==> src/rtl/rhs_conv_sequencer.sv <==
// Frame sequencer for the RHS front end: per sample tick, one CONVERT per channel plus
// pipeline-flush dummies through the SPI master, with single host commands arbitrated in between.
`timescale 1ns/1ps
module rhs_conv_sequencer #(
    parameter int unsigned N_CH       = 16,
    parameter int unsigned PIPE_DEPTH = 2,
    parameter logic [31:0] DUMMY_CMD  = 32'hC0FF_0000
) (
    input  logic        clk,
    input  logic        rst,
    input  logic        enable,
    input  logic        sample_tick,
    input  logic        host_valid,
    input  logic [31:0] host_cmd,
    output logic        host_ready,
    output logic        host_rsp_valid,
    output logic [31:0] host_rsp,
    output logic        spi_start,
    output logic [31:0] spi_tx,
    input  logic        spi_done,
    input  logic [31:0] spi_rx,
    output logic        sample_valid,
    output logic [4:0]  sample_ch,
    output logic [15:0] sample_data,
    output logic        frame_done,
    output logic        busy,
    output logic        overrun
);

    typedef enum logic [1:0] {IDLE, ISSUE, WAIT} state_t;
    typedef enum logic {FRAME, HOST} mode_t;

    localparam logic [5:0] FRAME_LAST = 6'(N_CH + PIPE_DEPTH - 1);
    localparam logic [5:0] HOST_LAST  = 6'(PIPE_DEPTH);
    localparam logic [5:0] PD         = 6'(PIPE_DEPTH);
    localparam logic [5:0] NCH        = 6'(N_CH);

    state_t      state, state_n;
    mode_t       mode, mode_n;
    logic [5:0]  idx, idx_n;
    logic [31:0] tx_n;
    logic        samp_v_n, fd_n, rsp_v_n, ovr_n, accept_host;
    logic [4:0]  samp_ch_n;
    logic [15:0] samp_d_n;
    logic [31:0] rsp_n;
    logic [5:0]  ch_full;
    logic        tick_req, last_txn;

    function automatic logic [31:0] frame_cmd(input logic [5:0] i);
        if (i < NCH) frame_cmd = {2'b00, 8'h00, 1'b0, i[4:0], 16'h0000};
        else         frame_cmd = DUMMY_CMD;
    endfunction

    assign tick_req   = sample_tick && enable;
    assign last_txn   = (mode == FRAME) ? (idx == FRAME_LAST) : (idx == HOST_LAST);
    assign ch_full    = idx - PD;
    assign busy       = (state != IDLE);
    assign spi_start  = (state == ISSUE);
    assign host_ready = accept_host && !rst;

    always_comb begin
        state_n     = state;
        mode_n      = mode;
        idx_n       = idx;
        tx_n        = spi_tx;
        samp_v_n    = 1'b0;
        samp_ch_n   = sample_ch;
        samp_d_n    = sample_data;
        fd_n        = 1'b0;
        rsp_v_n     = 1'b0;
        rsp_n       = host_rsp;
        accept_host = 1'b0;
        // ticks arriving while a sequence is in flight are dropped but remembered
        ovr_n       = overrun | (tick_req && (state != IDLE));
        case (state)
            IDLE: begin
                if (tick_req) begin
                    state_n = ISSUE;
                    mode_n  = FRAME;
                    idx_n   = '0;
                    tx_n    = frame_cmd(6'd0);
                end else if (host_valid) begin
                    accept_host = 1'b1;
                    state_n     = ISSUE;
                    mode_n      = HOST;
                    idx_n       = '0;
                    tx_n        = host_cmd;
                end
            end
            ISSUE: state_n = WAIT;
            WAIT: begin
                if (spi_done) begin
                    // result of command idx-PIPE_DEPTH is arriving now
                    if (mode == FRAME && idx >= PD) begin
                        samp_v_n  = 1'b1;
                        samp_ch_n = ch_full[4:0];
                        samp_d_n  = spi_rx[15:0];
                    end
                    if (last_txn) begin
                        state_n = IDLE;
                        if (mode == FRAME) begin
                            fd_n = 1'b1;
                        end else begin
                            rsp_v_n = 1'b1;
                            rsp_n   = spi_rx;
                        end
                    end else begin
                        state_n = ISSUE;
                        idx_n   = idx + 6'd1;
                        tx_n    = (mode == FRAME) ? frame_cmd(idx + 6'd1) : DUMMY_CMD;
                    end
                end
            end
            default: state_n = IDLE;
        endcase
    end

    always_ff @(posedge clk) begin
        if (rst) begin
            state          <= IDLE;
            mode           <= FRAME;
            idx            <= '0;
            spi_tx         <= '0;
            sample_valid   <= 1'b0;
            sample_ch      <= '0;
            sample_data    <= '0;
            frame_done     <= 1'b0;
            host_rsp_valid <= 1'b0;
            host_rsp       <= '0;
            overrun        <= 1'b0;
        end else begin
            state          <= state_n;
            mode           <= mode_n;
            idx            <= idx_n;
            spi_tx         <= tx_n;
            sample_valid   <= samp_v_n;
            sample_ch      <= samp_ch_n;
            sample_data    <= samp_d_n;
            frame_done     <= fd_n;
            host_rsp_valid <= rsp_v_n;
            host_rsp       <= rsp_n;
            overrun        <= ovr_n;
        end
    end

endmodule

==> config.mk <==
export PLATFORM = sky130hd
export DESIGN_NAME = rhs_conv_sequencer
export DESIGN_NICKNAME = d
export VERILOG_FILES = /design/src/rtl/rhs_conv_sequencer.sv
export SDC_FILE = /design/constraint.sdc
export NUM_CORES = 1
export LEC_CHECK = 0
export BUFFER_PORTS_ARGS = -buffer_cell sky130_fd_sc_hd__clkbuf_2
export CAP_MARGIN = 15
export CORE_MARGIN = 8
export CORE_UTILIZATION = 35
export CTS_CLUSTER_SIZE = 28
export DETAILED_ROUTE_END_ITERATION = 10
export SYNTH_ARGS = -nofsm -noshare
export SYNTH_HDL_FRONTEND = slang
export SYNTH_SLANG_ARGS = --single-unit
export TNS_END_PERCENT = 50
==> constraint.sdc <==
create_clock -name clk -period 2.65 [get_ports clk]
set_input_delay 0.53 -clock clk [delete_from_list [all_inputs] [get_ports clk]]
set_output_delay 0.53 -clock clk [all_outputs]
set_load 0.02 [all_outputs]
==> results of run 1 <==
-- logic make-up after synthesis --
group,after synthesis,synth area share
multiplexers,17,0.0453
buffers and inverters,38,0.0502
flip-flops,98,0.522
AND/OR/NAND/NOR,141,0.170
adder cells (fa/ha/maj),5,0.0166
AO/OA/AOI/OAI,104,0.184
XOR/XNOR,5,0.0116
-- cell type report --
type	instances	area [µm²]	area share
Clock inverter	4	76.3	0.0154
Multi-Input combinational cell	272	1640	0.330
Clock buffer	11	141	0.0286
Inverter	6	22.5	0.00455
Sequential cell	98	1960	0.396
Timing Repair Buffer	175	936	0.189
Tap cell	140	175	0.0354
-- per-layer routing --
metal	up-vias	track usage	wire length, µm
li1	1731	-	-
met1	1612	0.181	4940
met2	120	0.238	4830
met3	9	0.0648	999
met4	0	0.0422	112
met5	-	0	0
-- report_power, final --
group          internal [µW]  leakage (µW)  switching (µW)
logic                    134       0.00123             200
clock network            555      0.000106             500
registers               1520      0.000795            30.1
-- placed cells by master, fill, tap and decap left out, drive strengths merged, types with 2 or more instances in the layout --
master / n
nor3: 6
inv: 6
or3: 2
bufinv: 2
a21oi: 53
nor4: 2
nand3: 3
buf: 14
nor2b: 5
and3b: 2
clkbuf: 172
o21ai: 6
nand4: 3
a211oi: 6
a22o: 22
dfxtp: 98
mux2i: 17
nand3b: 2
a311oi: 11
xnor2: 4
and2: 5
nor2: 33
nand2b: 2
nand2: 73
ha: 5
-- tightest hold or removal path, cell delays in order --
cell and delay (ns):
clkbuf_2 0.08, nand2_1 0.04, a21oi_1 0.05
-- how the worst max path moves through the flow --
stage                               start                        end  slack, ns  cells past startpoint
floorplan             idx[1]$_SDFFE_PP0P_        idx[4]$_SDFFE_PP0P_       0.79                      6
global placement      idx[1]$_SDFFE_PP0P_        idx[4]$_SDFFE_PP0P_       0.55                      6
detailed placement               spi_done  host_rsp[30]$_SDFFE_PP0P_       0.51                      6
CTS                 state[1]$_SDFFE_PP0P_                 host_ready       0.44                      5
global route        state[1]$_SDFFE_PP0P_                 host_ready       0.36                      5
finish              state[1]$_SDFFE_PP0P_                 host_ready       0.49                      5
-- synth_stat cells, types with 3 or more instances --
cell type / number / area [µm²]
a211oi_1: 6 / 45.0
a21oi_1: 53 / 265
a22o_1: 22 / 193
a311oi_1: 11 / 96.3
and2_1: 5 / 31.3
buf_2: 10 / 50.1
buf_4: 3 / 22.5
buf_6: 3 / 33.8
clkbuf_1: 15 / 56.3
dfxtp_1: 98 / 1960
ha_1: 5 / 62.6
inv_1: 6 / 22.5
mux2i_1: 17 / 170
nand2_1: 73 / 274
nand3_1: 3 / 15.0
nand4_1: 3 / 18.8
nor2_1: 33 / 124
nor2b_1: 5 / 31.3
nor3_1: 4 / 20.0
o21ai_0: 5 / 25.0
xnor2_1: 4 / 35.0
-- state kept, by name (all words and copies together), names as in the netlist --
register,count
overrun,1
idx,6
mode,1
frame_done,1
host_rsp,32
spi_tx,32
host_rsp_valid,1
sample_valid,1
state,2
sample_ch,5
sample_data,16
-- per-stage QoR --
step,hold slack (ns),utilization,area [µm²],setup WS (ns),std cells
after floorplan,0.495,-,3760,0.789,408
after global placement,0.444,0.444,4730,0.546,691
after detailed placement,0.452,0.444,4730,0.510,691
after CTS,0.369,0.465,4950,0.443,706
after global routing,0.367,0.465,4950,0.358,706
final,0.387,0.465,4950,0.489,706
==> qor.txt, run 1 <==
First-pass GRT wire length: 17700 µm
Syn Area/Cell: 9.22 µm²
Most used DFF post-synth: dfxtp_1
Via Count: 3472
WP data arrival: 1.63 ns
Slowest cell on crit path: dfxtp_1
CP Cell Sequence: buf_4 > nor2_1 > nand2_1 > nor3_2 > clkbuf_2
Delay-heaviest family, CP: simple AND/OR/NAND/NOR gates
Type of the worst setup path: reg -> out
Outcome: completed
Post-synth EDFFs: 0
Port Buf Inserts: 161
Area Growth Syn to Fin: 31.6%
Endpoints failing hold: 0
Max cap viols: 0
Post-Route WL: 10900 µm
DR WL/cell: 15.4 µm
Reg clk slew, reported paths: 0.09 ns
Clk_skew: 0.00810 ns
CTS max path bufs: 2
Fin crit share: 0.816
Tot GR Track Use: 0.150
Fraction of layout cells with a size suffix above 1: 0.348
Yosys warnings: 0
Slowest stage delay, CP: 0.34 ns
Clk_lat worst skew: 0.35 ns
Antenna diode count: 0
PnR Total Power: 2940 µW
Vias in the first global route: 3559
Cell depth of the worst flop-to-flop path: 6
Post-synthesis sequential area ratio: 0.522
HP Start: spi_rx[31]
Post-CTS setup buffer count: 0
Fmax: 0.463 GHz
First drt pass iteration count: 4
Crit Path Max Fanout: 12
Synth Instances: 408
Die width: 120 µm
Via density: 4.92
DRT iter0 DRCs: 135
# setup viols final: 0
Hold EP: host_rsp[31]$_SDFFE_PP0P_
Reg-to-reg endpoint: idx[4]$_SDFFE_PP0P_
Lkg Pwr: 0.00213 µW
Fill cell count: 1065
Number of remaining DRC errors: 0
Largest net degree at the start of global routing: 55
GPL Wtd Cong: 0.850
Setup slack, reg-to-reg: 0.50 ns
Die area: 14300 µm²
Grt ovf: 0
#FFs+latches synth: 98
Cell Pwr Density: 593 nW/µm²
IO Count: 162
Post-CTS resize count: 0
CTS tree: yes
Final ANT Viol Nets: 0
Post-synthesis cell type count: 41
Ys async rst share: 0
Buf/Inv on CP: 2
Crit end category: output port
RSZ-0062 raised after global routing: false
Num rows: 38
Root Driver: clkbuf_8
Inserted Clock Buffers: 9
Fin. max-slew vios: 0
Worst Setup Start Kind: flop
Final HPWL DP: 8130 µm
Synthesized net count: 483
Core ar.: 10700 µm²
Slew margin rel.: 0.612
Worst EP required: 2.12 ns
Tmin final: 2.16 ns
Sink Count: 98
CTS H-tree lvls: 3
Slew at the pin with the worst max-slew slack: 0.578 ns
Hold buffer count at cts: 0
Initial antenna violation count: 0
Initial Util: 0.353
Worst hold path type: in -> reg
Hold path cells: 3
Setup TNS: 0 ns
Total Nets Final: 637
Max IR drop VDD: 0.000297 V
Die Ht: 120 µm
RR Startpoint: idx[1]$_SDFFE_PP0P_
Syn Std Cell Area: 3760 µm²
Power figures use the tool's default switching activity.
==> inputs of run 2 (changes only) <==
Settings changed: ABC_AREA set to 1.
Clock period 2.65 ns to 2 ns, I/O delays scaled along.
==> qor.txt, run 2 <==
Fin. max-slew vios: 0 (unchanged)
Worst EP required: 2.28 ns (+0.16 ns)
# setup viols final: 0 (unchanged)
Antenna diode count: 0 (unchanged)
Post-synthesis sequential area ratio: 0.466 (-0.0560)
Lkg Pwr: 0.00276 µW (+30%)
Crit. path cell count: 12 (+7)
RSZ-0062 raised after global routing: false
CTS tree: yes
Total Nets Final: 802 (+26%)
CTS H-tree lvls: 3 (unchanged)
Area after DPL: 5110 µm² (+7.9%)
Crit Path Max Fanout: 23 (+11)
Final worst setup slack: 0.190 ns (-0.299 ns)
Slew at the pin with the worst max-slew slack: 0.571 ns (-0.00682 ns)
Max cap viols: 0 (unchanged)
Crit end category: flop
Type of the worst setup path: reg -> reg
Tmin final: 1.81 ns
Clk_lat worst skew: 0.34 ns (about the same)
Clock group share of total power: 0.356 (-0.003)
Syn Std Cell Area: 4210 µm² (+12%)
Port Buf Inserts: 161 (unchanged)
Grt met3 use: 0.0502 (-0.0146)
IO Count: 162 (unchanged)
Switching Share: 0.303 (+0.0546)
First-pass GRT wire length: 20100 µm (+13%)
#FFs+latches synth: 98 (unchanged)
Global routing usage on met2: 0.257 (+0.0186)
Vias in the first global route: 4028 (+13%)
DRT iter0 DRCs: 231 (+71%)
Post-synth EDFFs: 0 (unchanged)
Root Driver: clkbuf_16
Die width: 126 µm (+5.1%)
Fraction of layout cells with a size suffix above 1: 0.306 (-0.0420)
Synthesized net count: 653 (+35%)
Finished Cell Area: 5390 µm² (+8.9%)
Post-CTS setup buffer count: 0 (unchanged)
Final HPWL DP: 8890 µm (+9.3%)
Endpoints failing hold: 0 (unchanged)
GPL Wtd Cong: 0.835 (-1.8%)
Sink Count: 98 (unchanged)
CTS max path bufs: 2 (unchanged)
Core ar.: 11900 µm² (+11%)
Largest net degree at the start of global routing: 65 (+18%)
Tot GR Track Use: 0.155 (+0.00514)
Busiest grt layer: met2
Via density: 4.70 (-4.3%)
Cell depth of the worst flop-to-flop path: 12 (+6)
Ys async rst share: 0 (unchanged)
Area Growth Syn to Fin: 28.0%
Initial Util: 0.355 (+0.00203)
Largest regs: host_rsp x32, spi_tx x32, sample_data x16
Hold path cells: 3 (unchanged)
Commonest non-fill, non-tap cells in the layout: clkbuf_2, nor2_1, nand2_1
Setup TNS: 0 ns (unchanged)
Int Pwr: 3190 µW (+45%)
Pre-CTS setup slack: 0.214 ns (-0.296 ns)
Number of remaining DRC errors: 0 (unchanged)
Sequential share of power: 0.467 (-0.060)
Outcome: completed
DR WL/cell: 14.1 µm (-8.4%)
Slew margin rel.: 0.618 (+0.00603)
Yosys top cell by area: dfxtp_1
Initial antenna violation count: 0 (unchanged)
Grt ovf: 0 (unchanged)
Most common cell after layout, fill and taps aside: clkbuf_2
Most used DFF post-synth: dfxtp_1
Yosys warnings: 0 (unchanged)
Area contributors post-synth: dfxtp_1, nor2_1, nand2_1, nand3_1, nand3_2
Fin crit share: 0.905
Critical path's most frequent cell: nand2_1
Syn Area/Cell: 7.29 µm² (-21%)
CP Cell Sequence: inv_1 > ha_1 > nand2_1 > inv_1 > nand3_1 > nand2_1 > nand2_2 > nand2_2 > nor2_4 > buf_4 > nand2_1 > nand2_1
Num rows: 40 (+5.3%)
Die area: 15800 µm² (+10%)
Buf/Inv on CP: 3 (+1)
Via Count: 4135 (+19%)
Cell Pwr Density: 849 nW/µm² (+43%)
Slowest cell on crit path: dfxtp_1
WP data arrival: 2.09 ns (+0.46 ns)
Most numerous cell in the Yosys netlist: nor2_1
Post-synth top cells: nor2_1, nand2_1, dfxtp_1
Combinational fraction of design power: 0.177 (+0.063)
Post-Route WL: 12400 µm (+14%)
Reg clk slew, reported paths: 0.07 ns (-0.02 ns)
Final ANT Viol Nets: 0 (unchanged)
Net Sw Power: 1390 µW (+90%)
First drt pass iteration count: 4 (unchanged)
Hold Slack: 0.277 ns (-0.110 ns)
Post-synthesis cell type count: 26 (-37%)
Utilization after layout: 0.454 (-0.0103)
Die Ht: 126 µm (+5.1%)
Clk_skew: 0.00636 ns (-0.00175 ns)
Fmax: 0.552 GHz
Synth Instances: 578 (+42%)
Share of the synthesized area in the top cell type: 0.466 (-0.0560)
Delay-heaviest family, CP: simple AND/OR/NAND/NOR gates
Max IR drop VDD: 0.000316 V (+6.6%)
Slowest stage delay, CP: 0.46 ns (+0.12 ns)
Met1 global-route usage: 0.182 (+0.00104)
Worst hold path type: in -> reg
Worst Setup Start Kind: flop
Inserted Clock Buffers: 9 (unchanged)
-- run 2: changes by cell type after synthesis, sizes merged, moves of 6 or more --
cell,before,now
nor2,33,139
nand3,3,66
nand2,73,133
o21ai,6,39
a21oi,53,26
inv,6,29
a22o,22,0
mux2i,17,0
a311oi,11,0
buf,17,26
a211oi,6,0
nor3,6,0
-- run 2: repair_timing --
item,CTS,global route
hold buffers,0,0
resized for setup,0,1
hold endpoints to repair,0,0
setup endpoints to repair,0,1
-- run 2: kinds of logic after synthesis --
group,share of synthesized area
AOI/OAI and AO/OA,0.0808
buffers and inverters,0.0790
and+or+nand+nor,0.355
xor gates and xnor gates,0.00416
DFF,0.466
adders and majority gates,0.0149
-- run 2: power groups by stage --
| stage | registers [µW] | logic [µW] | clock network, µW |
|---|---|---|---|
| floorplan | 2260 | 477 | 0 |
| global placement | 2180 | 802 | 0 |
| detailed placement | 2180 | 814 | 0 |
| CTS | 2140 | 817 | 1700 |
| global route | 2150 | 899 | 1750 |
| finish | 2140 | 809 | 1630 |
-- run 2: final cells by class --
class	instances	area (µm²)
Tap cell	147	184
Sequential cell	98	1960
Multi-Input combinational cell	414	1920
Clock buffer	9	225
Inverter	30	113
Timing Repair Buffer	174	928
Clock inverter	7	52.6
Fill cell	1207	6470
-- run 2: path summary, 6_finish.rpt --
check                           slack (ns)                        end                       from
worst max-delay path                  0.19     spi_tx[9]$_SDFFE_PP0P_        idx[1]$_SDFFE_PP0P_
worst min-delay path                  0.28  host_rsp[24]$_SDFFE_PP0P_                 spi_rx[24]
worst max register to register        0.19     spi_tx[9]$_SDFFE_PP0P_        idx[1]$_SDFFE_PP0P_
worst min register to register        0.46  sample_ch[1]$_SDFFE_PP0P_  sample_ch[1]$_SDFFE_PP0P_
-- run 2: per-stage QoR --
stage | cells | power, µW
after floorplan | 578 | 2730
after global placement | 863 | 2980
after detailed placement | 863 | 2990
after CTS | 879 | 4650
after global routing | 879 | 4800
final | 879 | 4580
-- run 2: worst min-delay path: cells and delay by family --
kind,cells,cell delay (ns)
buffers and inverters,1,0.08
and+or+nand+nor,2,0.11
-- run 2: routing by layer --
| metal | vias up | part of all wire |
|---|---|---|
| met5 | - | 0 |
| met4 | 0 | 0.016 |
| met3 | 10 | 0.069 |
| met2 | 117 | 0.49 |
| met1 | 1887 | 0.43 |
| li1 | 2121 | - |
